--- config.mk ---
export PLATFORM = sky130hd
export DESIGN_NAME = jsq_rr_sched
export DESIGN_NICKNAME = d
export VERILOG_FILES = /design/src/rtl/jsq_pkg.sv /design/src/rtl/jsq_rr_pick.sv /design/src/rtl/jsq_rr_sched.sv
export SDC_FILE = /design/constraint.sdc
export NUM_CORES = 1
export LEC_CHECK = 0
export BUFFER_PORTS_ARGS = -buffer_cell sky130_fd_sc_hd__buf_2
export CORE_ASPECT_RATIO = 2
export CORE_UTILIZATION = 40
export CTS_CLUSTER_SIZE = 12
export DETAILED_ROUTE_END_ITERATION = 12
export GPL_ROUTABILITY_DRIVEN = 0
export GPL_TIMING_DRIVEN = 0
export SYNTH_ARGS = -nofsm -noshare
export SYNTH_HDL_FRONTEND = slang
export SYNTH_SLANG_ARGS = --single-unit
--- constraint.sdc ---
create_clock -name clk -period 4.55 [get_ports clk]
set_clock_uncertainty 0.1 [all_clocks]
set_input_delay 0.91 -clock clk [delete_from_list [all_inputs] [get_ports clk]]
set_output_delay 0.91 -clock clk [all_outputs]
set_load 0.05 [all_outputs]
--- src/rtl/jsq_pkg.sv ---
// Shared types for the jsq counter scheduler family:
// FSM state encoding, start-mode codes and timer sizing.
package jsq_pkg;

    typedef enum logic [2:0] {
        ST_IDLE,
        ST_ISSUE,
        ST_WAIT_HI,
        ST_WAIT_LO,
        ST_DONE,
        ST_ERR
    } jsq_sched_st_t;

    localparam logic JSQ_MODE_EN1 = 1'b0;
    localparam logic JSQ_MODE_EN2 = 1'b1;

    function automatic int jsq_tmr_w(input int timeout);
        return $clog2(timeout + 1);
    endfunction

endpackage

--- src/rtl/jsq_rr_pick.sv ---
// Combinational round-robin picker: first set req bit
// searching upward from ptr+1, wrapping modulo N_REQ.
module jsq_rr_pick #(
    parameter  int N_REQ = 4,
    localparam int IW    = $clog2(N_REQ)
) (
    input  logic [N_REQ-1:0] req,
    input  logic [IW-1:0]    ptr,
    output logic [N_REQ-1:0] sel,
    output logic [IW-1:0]    idx,
    output logic             valid
);

    logic [IW:0] w_cand;

    always_comb begin
        sel    = '0;
        idx    = '0;
        valid  = 1'b0;
        w_cand = '0;
        for (int i = 1; i <= N_REQ; i++) begin
            // ptr+i never exceeds 2*N_REQ-1, so one subtract wraps it
            w_cand = {1'b0, ptr} + (IW+1)'(i);
            if (w_cand >= (IW+1)'(N_REQ))
                w_cand = w_cand - (IW+1)'(N_REQ);
            if (!valid && req[w_cand[IW-1:0]]) begin
                valid = 1'b1;
                idx   = w_cand[IW-1:0];
            end
        end
        sel = valid ? (N_REQ'(1) << idx) : '0;
    end

endmodule

--- src/rtl/jsq_rr_sched.sv ---
// Round-robin owner of one jsq pulse counter: issues a start
// pulse for the winner, tracks dout to completion or timeout.
module jsq_rr_sched
    import jsq_pkg::*;
#(
    parameter int N_REQ   = 4,
    parameter int TIMEOUT = 64
) (
    input  logic             clk,
    input  logic             rst_n,
    input  logic [N_REQ-1:0] req,
    input  logic [N_REQ-1:0] mode,
    output logic [N_REQ-1:0] gnt,
    output logic [N_REQ-1:0] done,
    output logic [N_REQ-1:0] err,
    output logic             busy,
    output logic             res_en1,
    output logic             res_en2,
    input  logic             res_dout
);

    localparam int IW = $clog2(N_REQ);
    localparam int TW = jsq_tmr_w(TIMEOUT);
    localparam logic [TW-1:0] TMR_MAX = TW'(TIMEOUT);

    jsq_sched_st_t    r_state;
    jsq_sched_st_t    w_nxt;
    logic [IW-1:0]    r_ptr;
    logic [IW-1:0]    r_w;
    logic [N_REQ-1:0] r_gnt;
    logic             r_mode;
    logic [TW-1:0]    r_tmr;
    logic             w_tmo;
    logic [N_REQ-1:0] w_sel;
    logic [IW-1:0]    w_idx;
    logic             w_valid;

    jsq_rr_pick #(
        .N_REQ(N_REQ)
    ) u_pick (
        .req  (req),
        .ptr  (r_ptr),
        .sel  (w_sel),
        .idx  (w_idx),
        .valid(w_valid)
    );

    assign w_tmo = (r_tmr == TMR_MAX);

    always_comb begin
        w_nxt = r_state;
        unique case (r_state)
            ST_IDLE:
                if (w_valid && !res_dout)
                    w_nxt = ST_ISSUE;
            ST_ISSUE:
                w_nxt = ST_WAIT_HI;
            ST_WAIT_HI:
                if (res_dout)
                    w_nxt = ST_WAIT_LO;
                else if (w_tmo)
                    w_nxt = ST_ERR;
            ST_WAIT_LO:
                if (!res_dout)
                    w_nxt = ST_DONE;
                else if (w_tmo)
                    w_nxt = ST_ERR;
            default:
                w_nxt = ST_IDLE;
        endcase
    end

    always_ff @(posedge clk) begin
        if (!rst_n) begin
            r_state <= ST_IDLE;
            r_ptr   <= IW'(N_REQ - 1);
            r_w     <= '0;
            r_gnt   <= '0;
            r_mode  <= JSQ_MODE_EN1;
            r_tmr   <= '0;
        end else begin
            r_state <= w_nxt;
            if (r_state == ST_IDLE && w_nxt == ST_ISSUE) begin
                r_w    <= w_idx;
                r_gnt  <= w_sel;
                r_mode <= |(mode & w_sel);
            end
            if (r_state == ST_DONE || r_state == ST_ERR)
                r_ptr <= r_w;
            // any state change restarts the wait budget
            if (w_nxt != r_state)
                r_tmr <= '0;
            else if (!w_tmo)
                r_tmr <= r_tmr + TW'(1);
        end
    end

    always_comb begin
        gnt     = '0;
        done    = '0;
        err     = '0;
        busy    = 1'b0;
        res_en1 = 1'b0;
        res_en2 = 1'b0;
        unique case (r_state)
            ST_IDLE: ;
            ST_ISSUE: begin
                gnt     = r_gnt;
                busy    = 1'b1;
                res_en1 = (r_mode == JSQ_MODE_EN1);
                res_en2 = (r_mode == JSQ_MODE_EN2);
            end
            ST_DONE: begin
                gnt  = r_gnt;
                done = r_gnt;
                busy = 1'b1;
            end
            ST_ERR: begin
                gnt  = r_gnt;
                err  = r_gnt;
                busy = 1'b1;
            end
            default: begin
                gnt  = r_gnt;
                busy = 1'b1;
            end
        endcase
    end

endmodule

==> metrics <==
Post-synth EDFFs=0; R2R cell count=5; leakage=0.584 nW; area grow syn2layout=18.7%; outcome=finished clean; DIE WIDTH=between 30 and 40 µm; Cell Pwr Density=292 nW/µm²; Hold Path End=r_gnt[2]; TNS Setup=0 ns; layout cells sized above 1=22.8%; final hold violation count=0; HP Class=reg2reg; crit end category=output pin; portion of total power attributed to the clock network=31.8%; sequential share of the synthesized area=approximately a third; vias in the first global route=985; Max Freq=0.359 GHz; largest stage delay on the critical path=0.48 ns; Final Max Slew Viols=0; residual DRC count=0; Reg-to-Reg End=r_mode; area leader, netlist=dfxtp_1; Mapped Area=1100 µm²; clock latency at the later pin of the worst-skew pair=roughly 0.26 ns; Antenna diodes=0; Routed Antenna Nets=0; met2 GRT Util=a little under two fifths; WL/cell=approximately 14 µm; share of the synthesized area in the top cell type=34.5%; most used flip-flop cell after synthesis=dfxtp_1; cell chain of the critical path=clkbuf_1 > nor2b_1 > and3_1 > buf_2; CTS resizes=0; initial drt markers=16; clk slew on worst S/H paths=0.07 ns; Via density=5.52; worst setup path class=reg2out; Slew @ Worst Pin=0.551 ns; P_sw=0.119 mW; r2r startpoint=r_ptr[1]; largest net degree at the start of global routing=12; cells after synthesis=133; TritonCTS clock tree=yes; Netlist cell types=40; die area=2980 µm²; Port Buffers=25; DRT Pass-1 Iters=4; FP Rows=26; Max-Cap Viols=0; synth top area cells=dfxtp_1 35%, nor2b_1 8.0%, and3_1 6.3%; ys async rst share=0%; CP Max Fanout=10; Tot GR Track Use=a little over a fifth; Mean Syn Cell Area=8.28 µm²; first-pass GRT wire length=4390 µm; met3 usage=~3.5%; H-Tree Depth=1; detailed-route via count=1049; final setup vio count=0; Worst path slowest cell=nor2b_1; peak supply drop=0.000233 V; Sw Share=31.2%; die height=76.2 µm; Rel. slew slack=63.0%; reg-to-reg slack, setup=2.59 ns; Net Count, Synth=146; Worst EP required=~3.5 ns; unrepaired setup endpoints after global routing=no; CTS Buf Count=3; I/O pin cnt=26; most frequent cells after synthesis=19 x dfxtp_1, 14 x nor2b_1, 11 x and3_1, 10 x nor2_1, 7 x nand2_1; hold path startpoint=r_gnt[2]; Yosys warnings=0; Pint=0.262 mW; final critical-path required period=~2.8 ns; worst endpoint data arrival time=1.78 ns; Clock Tree Root=clkbuf_8; final wirelength=2740 µm; Final HPWL DP=2170 µm; GRT Residual Overflow=0; Hold Path Stages=2; Hold-fix buffers, CTS=0; core footprint=about 2600 µm²; Yosys reg bits=19; combinational power share=20.8%; initial antenna violation count=0; count leader, synth=dfxtp_1; Critical Path Start Type=register; Inst Count DP=186; Seq pwr share=47.4%; clk buf depth=2; clock sink total=19; NumNets Final=about 180; postcts setup bufs=0; period utilization=61.3%; met1 Use GR=approximately 20%; GR peak layer=met2; Starting Density=around 43%; Post-Layout Cell Count=190
-- routing by layer --
layer,part of all wire [%],vias up
met5,0,-
met4,2.2,0
met3,2.6,5
met2,58,23
met1,37,487
li1,-,534
-- cells in the final DEF (no fill, tap or decap), types with 4 or more instances in the layout --
cell,count
dfxtp_1,19
a21oi_1,6
nor2_1,10
and3_1,11
buf_2,28
xnor2_1,4
mux2i_1,5
nand2_1,7
nand3_1,4
o21ai_0,5
inv_1,6
nor3_1,6
nor2b_1,14
-- kinds of logic after synthesis --
group                      Yosys count  share of synthesized area (%)
adders and majority gates            2                           2.27
DFF                                 19                           34.5
AOI/OAI and AO/OA                   25                           16.0
xor gates and xnor gates             6                           4.77
muxes                                5                           4.55
and+or+nand+nor                     64                           33.4
buffers and inverters               12                           4.43
-- worst max-delay path by stage --
stage                     from       to  slack [ns]  depth (start not counted)
floorplan           r_state[0]  res_en1        1.27                          2
global placement        req[1]   r_mode        1.97                          6
detailed placement      req[1]   r_mode        1.92                          6
CTS                 r_state[1]   err[2]        1.74                          4
global route        r_state[1]   err[3]        1.63                          4
finish              r_state[1]   err[2]        1.76                          4
-- worst max-delay path: cells and delay by family (launching register included) --
family	cells	cell delay [ns]
buffers and inverters	2	0.48
flip-flops	1	0.32
AND/OR/NAND/NOR	2	0.71
-- registers in the layout, indices dropped and copies added, names as in the netlist --
| register | cells |
|---|---|
| r_mode | 1 |
| r_gnt | 4 |
| r_ptr | 2 |
| r_tmr | 7 |
| r_w | 2 |
| r_state | 3 |
-- power by group through the flow --
stage               registers, mW  logic, mW  clock network [mW]
floorplan                   0.182     0.0580                   0
global placement            0.184     0.0772                   0
detailed placement          0.185     0.0797                   0
CTS                         0.181     0.0800               0.125
global route                0.182     0.0871               0.136
finish                      0.181     0.0793               0.121
-- layout make-up --
cell class                 count  area (µm²)
buffer                         6        26.3
tap                           28        35.0
timing repair buffer          25         125
clock buffer                   3        41.3
sequential                    19         380
clock inverter                 1        5.00
multi-input combinational    102         672
inverter                       6        22.5
fill                         274        1260
-- through the flow --
stage	setup WS, ns	power [mW]	area (µm²)	utilization (%)	hold WS (ns)
2_1_floorplan	1.27	0.240	1100	-	0.343
3_3_place_gp	1.97	0.262	1260	49.1	0.356
3_5_place_dp	1.92	0.265	1260	49.1	0.366
4_1_cts	1.74	0.386	1310	50.9	0.376
5_1_grt	1.63	0.405	1310	50.9	0.406
6_report	1.76	0.382	1310	50.9	0.374
No activity file was read; power rests on OpenSTA's default activity.
